===== src/rtl/fetch_unit_pkg.sv =====
// Shared ISA constants and fetch state encoding for the instruction fetch front end.
package fetch_unit_pkg;

  localparam logic [4:0]  OP_HALT  = 5'b00000;
  localparam logic [4:0]  OP_NOP   = 5'b00001;
  localparam logic [4:0]  OP_SIIC  = 5'b00010;
  localparam logic [4:0]  OP_RTI   = 5'b00011;
  localparam logic [15:0] NOP_WORD = 16'h0800;

  typedef enum logic [2:0] {
    ST_REQ,
    ST_WAIT,
    ST_DRAIN,
    ST_STOP,
    ST_HALTED
  } fetch_state_e;

  function automatic logic [4:0] opcode_of(input logic [15:0] word);
    return word[15:11];
  endfunction

endpackage


===== src/rtl/fetch_unit_if.sv =====
// Instruction memory read port: one-outstanding request/accept plus a returned data beat.
interface fetch_unit_if #(
  parameter int ADDR_W = 16
);

  logic              imem_req;
  logic [ADDR_W-1:0] imem_addr;
  logic              imem_rdy;
  logic              imem_valid;
  logic [15:0]       imem_data;

  modport master (
    output imem_req, imem_addr,
    input  imem_rdy, imem_valid, imem_data
  );

  modport slave (
    input  imem_req, imem_addr,
    output imem_rdy, imem_valid, imem_data
  );

endinterface


===== src/rtl/fetch_unit_out_reg.sv =====
// Single-entry instruction buffer between fetch and decode: load, valid/ready pop, flush.
module fetch_out_reg
  import fetch_unit_pkg::*;
#(
  parameter int ADDR_W = 16
) (
  input  logic              clk,
  input  logic              rst,
  input  logic              load,
  input  logic [15:0]       load_data,
  input  logic [ADDR_W-1:0] load_pc2,
  input  logic              pop,
  input  logic              flush,
  output logic              valid,
  output logic [15:0]       data,
  output logic [ADDR_W-1:0] pc2
);

  logic              valid_q, valid_d;
  logic [15:0]       data_q, data_d;
  logic [ADDR_W-1:0] pc2_q, pc2_d;

  always_comb begin
    // NOTE: every output takes its held value first, so no path can infer a latch.
    valid_d = valid_q;
    data_d  = data_q;
    pc2_d   = pc2_q;
    if (pop) valid_d = 1'b0;
    // A refill in the same cycle as a pop keeps the buffer full.
    if (load) begin
      valid_d = 1'b1;
      data_d  = load_data;
      pc2_d   = load_pc2;
    end
    if (flush) valid_d = 1'b0;
  end

  // NOTE: non-blocking assignments so all state flops update together at the edge.
  always_ff @(posedge clk) begin
    if (rst) begin
      valid_q <= 1'b0;
      data_q  <= NOP_WORD;
      pc2_q   <= '0;
    end else begin
      valid_q <= valid_d;
      data_q  <= data_d;
      pc2_q   <= pc2_d;
    end
  end

  assign valid = valid_q;
  assign data  = data_q;
  assign pc2   = pc2_q;

endmodule


===== src/rtl/fetch_unit.sv =====
// Instruction fetch front end: owns the PC, issues one-outstanding imem reads, buffers one word.
// Optional build macro FETCH_EXC_EN adds an EPC register with SIIC/RTI redirection.
module fetch_unit
  import fetch_unit_pkg::*;
#(
  parameter int                ADDR_W     = 16,
  parameter logic [ADDR_W-1:0] RESET_PC   = '0,
  parameter logic [ADDR_W-1:0] EXC_VECTOR = ADDR_W'(16'h0002)
) (
  input  logic              clk,
  input  logic              rst,
  fetch_unit_if.master      imem,
  output logic [15:0]       instr,
  output logic [ADDR_W-1:0] instr_pc2,
  output logic              instr_valid,
  input  logic              instr_ready,
  input  logic              redirect,
  input  logic [ADDR_W-1:0] redirect_pc,
  input  logic              halt,
  input  logic              siic,
  input  logic              rti,
  output logic              halted
);

  fetch_state_e      state_q, state_d;
  logic [ADDR_W-1:0] pc_q, pc_d;
  logic              halted_q, halted_d;

  logic              buf_valid;
  logic [15:0]       buf_data;
  logic [ADDR_W-1:0] buf_pc2;
  logic              buf_load;
  logic              buf_flush;

  logic              redir_any;
  logic [ADDR_W-1:0] redir_tgt;
  logic              issue;

`ifdef FETCH_EXC_EN
  logic [ADDR_W-1:0] epc_q, epc_d;

  always_comb begin
    redir_any = redirect | siic | rti;
    if (redirect)  redir_tgt = redirect_pc;
    else if (siic) redir_tgt = EXC_VECTOR;
    else           redir_tgt = epc_q;
    epc_d = epc_q;
    // EPC captures the return address of the SIIC word decode is consuming now.
    if (siic && !redirect && !halt && state_q != ST_HALTED) epc_d = buf_pc2;
  end

  always_ff @(posedge clk) begin
    if (rst) epc_q <= '0;
    else     epc_q <= epc_d;
  end
`else
  logic unused_exc;

  always_comb begin
    redir_any = redirect;
    redir_tgt = redirect_pc;
  end

  assign unused_exc = ^{siic, rti, EXC_VECTOR};
`endif

  // A request is never launched in a cycle whose address is about to be abandoned.
  assign issue = !rst && (state_q == ST_REQ) && (!buf_valid || instr_ready)
                 && !halt && !redir_any;

  assign imem.imem_req  = issue;
  assign imem.imem_addr = pc_q;

  always_comb begin
    state_d   = state_q;
    pc_d      = pc_q;
    halted_d  = halted_q;
    buf_load  = 1'b0;
    buf_flush = 1'b0;
    if (state_q != ST_HALTED) begin
      if (halt) begin
        state_d   = ST_HALTED;
        halted_d  = 1'b1;
        buf_flush = 1'b1;
      end else if (redir_any) begin
        pc_d      = {redir_tgt[ADDR_W-1:1], 1'b0};
        buf_flush = 1'b1;
        // A response still in flight must be discarded before the new target is fetched.
        if ((state_q == ST_WAIT || state_q == ST_DRAIN) && !imem.imem_valid)
          state_d = ST_DRAIN;
        else
          state_d = ST_REQ;
      end else begin
        case (state_q)
          ST_REQ: begin
            if (issue && imem.imem_rdy) begin
              pc_d    = pc_q + ADDR_W'(2);
              state_d = ST_WAIT;
            end
          end
          ST_WAIT: begin
            if (imem.imem_valid) begin
              buf_load = 1'b1;
              state_d  = (opcode_of(imem.imem_data) == OP_HALT) ? ST_STOP : ST_REQ;
            end
          end
          ST_DRAIN: begin
            if (imem.imem_valid) state_d = ST_REQ;
          end
          default: ;
        endcase
      end
    end
  end

  always_ff @(posedge clk) begin
    if (rst) begin
      state_q  <= ST_REQ;
      pc_q     <= RESET_PC;
      halted_q <= 1'b0;
    end else begin
      state_q  <= state_d;
      pc_q     <= pc_d;
      halted_q <= halted_d;
    end
  end

  fetch_out_reg #(
    .ADDR_W (ADDR_W)
  ) u_out_reg (
    .clk       (clk),
    .rst       (rst),
    .load      (buf_load),
    .load_data (imem.imem_data),
    .load_pc2  (pc_q),
    .pop       (instr_ready),
    .flush     (buf_flush),
    .valid     (buf_valid),
    .data      (buf_data),
    .pc2       (buf_pc2)
  );

  assign instr       = buf_data;
  assign instr_pc2   = buf_pc2;
  assign instr_valid = buf_valid;
  assign halted      = halted_q;

endmodule


===== src/flat_wrapper.sv =====
// flat-port wrapper written by rule: the top's interface ports become plain ports
module fetch_unit_flat import fetch_unit_pkg::*;
#(
  parameter int                ADDR_W     = 16,
  parameter logic [ADDR_W-1:0] RESET_PC   = '0,
  parameter logic [ADDR_W-1:0] EXC_VECTOR = ADDR_W'(16'h0002)
)
  (clk, rst, instr, instr_pc2, instr_valid, instr_ready, redirect, redirect_pc, halt, siic, rti, halted, imem_imem_req, imem_imem_addr, imem_imem_rdy, imem_imem_valid, imem_imem_data);
  fetch_unit_if #(.ADDR_W(ADDR_W)) imem_i ();
  input  logic clk;
  input  logic rst;
  output logic [15:0] instr;
  output logic [ADDR_W-1:0] instr_pc2;
  output logic instr_valid;
  input  logic instr_ready;
  input  logic redirect;
  input  logic [ADDR_W-1:0] redirect_pc;
  input  logic halt;
  input  logic siic;
  input  logic rti;
  output logic halted;
  output wire logic [$bits(imem_i.imem_req)-1:0] imem_imem_req;
  output wire logic [$bits(imem_i.imem_addr)-1:0] imem_imem_addr;
  input wire logic [$bits(imem_i.imem_rdy)-1:0] imem_imem_rdy;
  input wire logic [$bits(imem_i.imem_valid)-1:0] imem_imem_valid;
  input wire logic [$bits(imem_i.imem_data)-1:0] imem_imem_data;
  assign imem_imem_req = imem_i.imem_req;
  assign imem_imem_addr = imem_i.imem_addr;
  assign imem_i.imem_rdy = imem_imem_rdy;
  assign imem_i.imem_valid = imem_imem_valid;
  assign imem_i.imem_data = imem_imem_data;
  fetch_unit #(.ADDR_W(ADDR_W), .RESET_PC(RESET_PC), .EXC_VECTOR(EXC_VECTOR)) u_core (.clk(clk), .rst(rst), .imem(imem_i), .instr(instr), .instr_pc2(instr_pc2), .instr_valid(instr_valid), .instr_ready(instr_ready), .redirect(redirect), .redirect_pc(redirect_pc), .halt(halt), .siic(siic), .rti(rti), .halted(halted));
endmodule

===== config.mk =====
export PLATFORM = sky130hd
export DESIGN_NAME = fetch_unit_flat
export DESIGN_NICKNAME = d
export VERILOG_FILES = /design/src/rtl/fetch_unit_pkg.sv /design/src/rtl/fetch_unit_if.sv /design/src/rtl/fetch_unit_out_reg.sv /design/src/rtl/fetch_unit.sv /design/src/flat_wrapper.sv
export SDC_FILE = /design/constraint.sdc
export NUM_CORES = 1
export LEC_CHECK = 0
export CAP_MARGIN = 20
export CORE_ASPECT_RATIO = 1.5
export CORE_UTILIZATION = 48
export CTS_CLUSTER_DIAMETER = 40
export DETAILED_ROUTE_END_ITERATION = 8
export GPL_ROUTABILITY_DRIVEN = 0
export PLACE_DENSITY = 0.82
export SLEW_MARGIN = 30
export SYNTH_ARGS = -nofsm -noshare
export SYNTH_HDL_FRONTEND = slang
export SYNTH_HIERARCHICAL = 1
export SYNTH_SLANG_ARGS = --single-unit

===== constraint.sdc =====
create_clock -name clk -period 3 [get_ports clk]
set_input_delay 0.9 -clock clk [delete_from_list [all_inputs] [get_ports clk]]
set_output_delay 0.9 -clock clk [all_outputs]
set_load 0.01 [all_outputs]

==> metrics.md <==
| Metric | Value |
|---|---|
| Status | completed |
| Count of endpoints failing hold in the final timing report | 0 |
| RSZ-0062 raised after global routing | no |
| Top library cells by usage in the layout, fill and taps aside | clkdlybuf4s50_1, nor2_1, dfxtp_1 |
| Slew of the pin with the lowest slew margin | 530 ps |
| Synth Area per Inst | 8.67 um2 |
| Antenna Diode Count | 0 |
| Worst Setup End Kind | output pin |
| Root buffer selected by CTS | clkbuf_8 |
| Fraction of the cycle the final worst path needs | 95.2% |
| Post-Route Skew | 6.76 ps |
| Cell area after synthesis | 2530 um2 |
| Instance count of the mapped netlist | 292 |
| Type of element launching the critical path | input pin |
| Via count of the first global-routing pass | 2,425 |
| X dimension of the die | 61.3 um |
| Crit path setup slack, layout | 144 ps |
| Total core area | 5120 um2 |
| Number of antenna violations at the first check in global routing | 0 |
| Commonest non-fill, non-tap cell in the layout | clkdlybuf4s50_1 |
| Number of buffers and inverters on the critical path | 2 |
| Total wire length | 6590 um |
| Clock latency on the worst-skew pair | 310 ps |
| Number of warnings printed during yosys synthesis | 6 |
| Power per cell area | 370 nW/um2 |
| H-tree depth | 2 |
| Hold path cells | 2 |
| Die outline area | 5570 um2 |
| Slew headroom | 64.7% |
| Dominant cells by area after synthesis | dfxtp_1, mux2i_1, nor2_1 |
| Cell family with the largest share of critical-path delay | simple AND/OR/NAND/NOR gates |
| Final Max Tran Viols | 0 |
| Setup violations, final | 0 |
| Area growth syn-to-layout | 39.1% |
| Post-layout minimum cycle time | 2860 ps |
| Largest driver fanout on the critical path | 2 |
| Via count | 2,462 |
| Longest individual stage delay on the worst path | 390 ps |
| Number of cells on the critical path | 4 |
| CTS tree | built |
| Global-route congestion overflow total | 0 |
| Share of the core filled with cells in the final layout | 68.7% |
| DRC violation total after the first TritonRoute iteration | 147 |
| Overall routing resource usage | 24.7% |
| Count of standard-cell rows | 32 |
| Leakage | 1.21 nW |
| F_max | 350 MHz |
| Setup slack after placement | -564 ps |
| Async S/R FF share, synth | 0% |
| Clock buffers created by TritonCTS | 5 |
| Number of library cell types mapped by synthesis | 47 |
| Predominant post-synthesis flop cell | dfxtp_1 |
| Number of hold-repair buffers added at the cts stage | 0 |
| Starting density of the core | 49.4% |
| Ratio of routed vias to standard cells | 5.56 |
| Filler cell count | 446 |
| IR Drop Worst-Case VDD | 0.000300 V |
| Wire per inst | 14.9 um |
| Final-stage net count | 416 |
| Share of cells above drive strength 1 | 7.73% |
| CP Data Required Time | 2100 ps |
| # port buffers | 87 |
| Setup Total Neg Slack | 0 ps |
| Number of flops mapped to enable cells by yosys | 0 |
| Proportion of netlist area held by the largest area contributor | 41.1% |
| DIE HEIGHT | 90.9 um |
| Remaining routing DRC violations | 0 |
| Global-route wire length before repair | 10,600 um |
| Number of cells on the worst reg-to-reg path | 6 |
| Number of max-cap violations | 0 |
| Largest net degree at the start of global routing | 53 |
| Type of the most critical hold path | flip-flop to flip-flop |
| Crit path DAT | 1960 ps |
| Part of the Yosys area used for sequential elements | 41.1% |
| Kind of critical path | input pin to output pin |
| First-pass detailed-route iteration total | 4 |
| Post-CTS repair timing setup buffer count | 0 |
| Remaining antenna violation count after routing | 0 |
| Max Root-Sink Buffers | 2 |
| Number of storage elements in the synthesis netlist | 52 |
| Clk slew on worst S/H paths | 90 ps |
| CTS Sinks | 52 |
| Yosys top cell by area | dfxtp_1 |
| Final HPWL from detailed placement | 4730 um |
| Cells along the critical path | dlygate4sd2_1, or3_4, nor4b_4, buf_2 |
| Cell with the largest stage delay on the worst path | or3_4 |
| Number of I/O pins | 92 |
## registers in the layout (all words and copies together), names as in the netlist
register	flops
u_core/imem.imem_addr	15
u_core/u_out_reg/data	16
u_core/state_q	3
u_core/halted	1
u_core/u_out_reg/pc2	16
u_core/u_out_reg/valid	1
## stage by stage
step	instances	instance area, um2	hold slack (ps)	total power [mW]
floorplan	293	2530	502	0.821
global placement	435	3420	464	0.914
detailed placement	435	3420	464	0.918
CTS	443	3520	495	1.31
global route	443	3520	535	1.36
finish	443	3520	490	1.30
## logic make-up after synthesis
logic type / Yosys count / synth area share [%]
AOI/OAI and AO/OA: 63 / 16.8
muxes: 35 / 13.8
DFF: 52 / 41.1
other: 1 / 0.148
buffers and inverters: 26 / 6.97
adders and majority gates: 1 / 0.494
and+or+nand+nor: 114 / 20.7
## report_power, final
group / internal, mW / switching, mW / leakage (nW)
clock: 0.163 / 0.236 / 0.0479
combinational: 0.100 / 0.0789 / 0.744
sequential: 0.702 / 0.0230 / 0.421
## area by class of cell
cell class	count	area (um2)	area share, %
clock inverters	3	18.8	0.533
flip-flops and latches	52	1040	29.6
multi-input cells	215	1340	38.0
inverters	1	3.75	0.107
well taps	68	85.1	2.42
clock buffers	5	68.8	1.95
repair buffers	99	965	27.4
## final timing paths
| check | from | to | slack [ps] |
|---|---|---|---|
| min reg2reg | u_core/halted | u_core/halted | 490 |
| max | redirect | imem_imem_req | 140 |
| max reg2reg | u_core/state_q[0] | u_core/imem.imem_addr[15] | 1220 |
| min | u_core/halted | u_core/halted | 490 |
## cell usage after synthesis, drive strengths merged, types with 3 or more instances
cell,number
nand3,7
or3,3
a31oi,8
nand4,5
a21o,3
o21ai,10
a211oi,3
nor2b,3
a21oi,18
and3,4
mux2i,35
buf,17
dfxtp,52
nand2,24
o31ai,5
nor2,54
clkbuf,8
nand2b,5
## tightest hold or removal path: stages (launching register included)
cell and delay (ps):
dfxtp_1 340, a21oi_1 40, nor2_1 70
## metal layers
metal	share of wire, %	global-route usage, %	wire, um
met5	0	0	0
met3	6.3	5.56	418
met1	38	27.6	2480
met2	53	42.9	3530
met4	2.6	10.4	170
## what timing repair did
action | in CTS | in global routing
gates resized for setup | 8 | 1
setup endpoints to repair | 1 | 1
pin swaps | 2 | 2
Power figures use the tool's default switching activity.
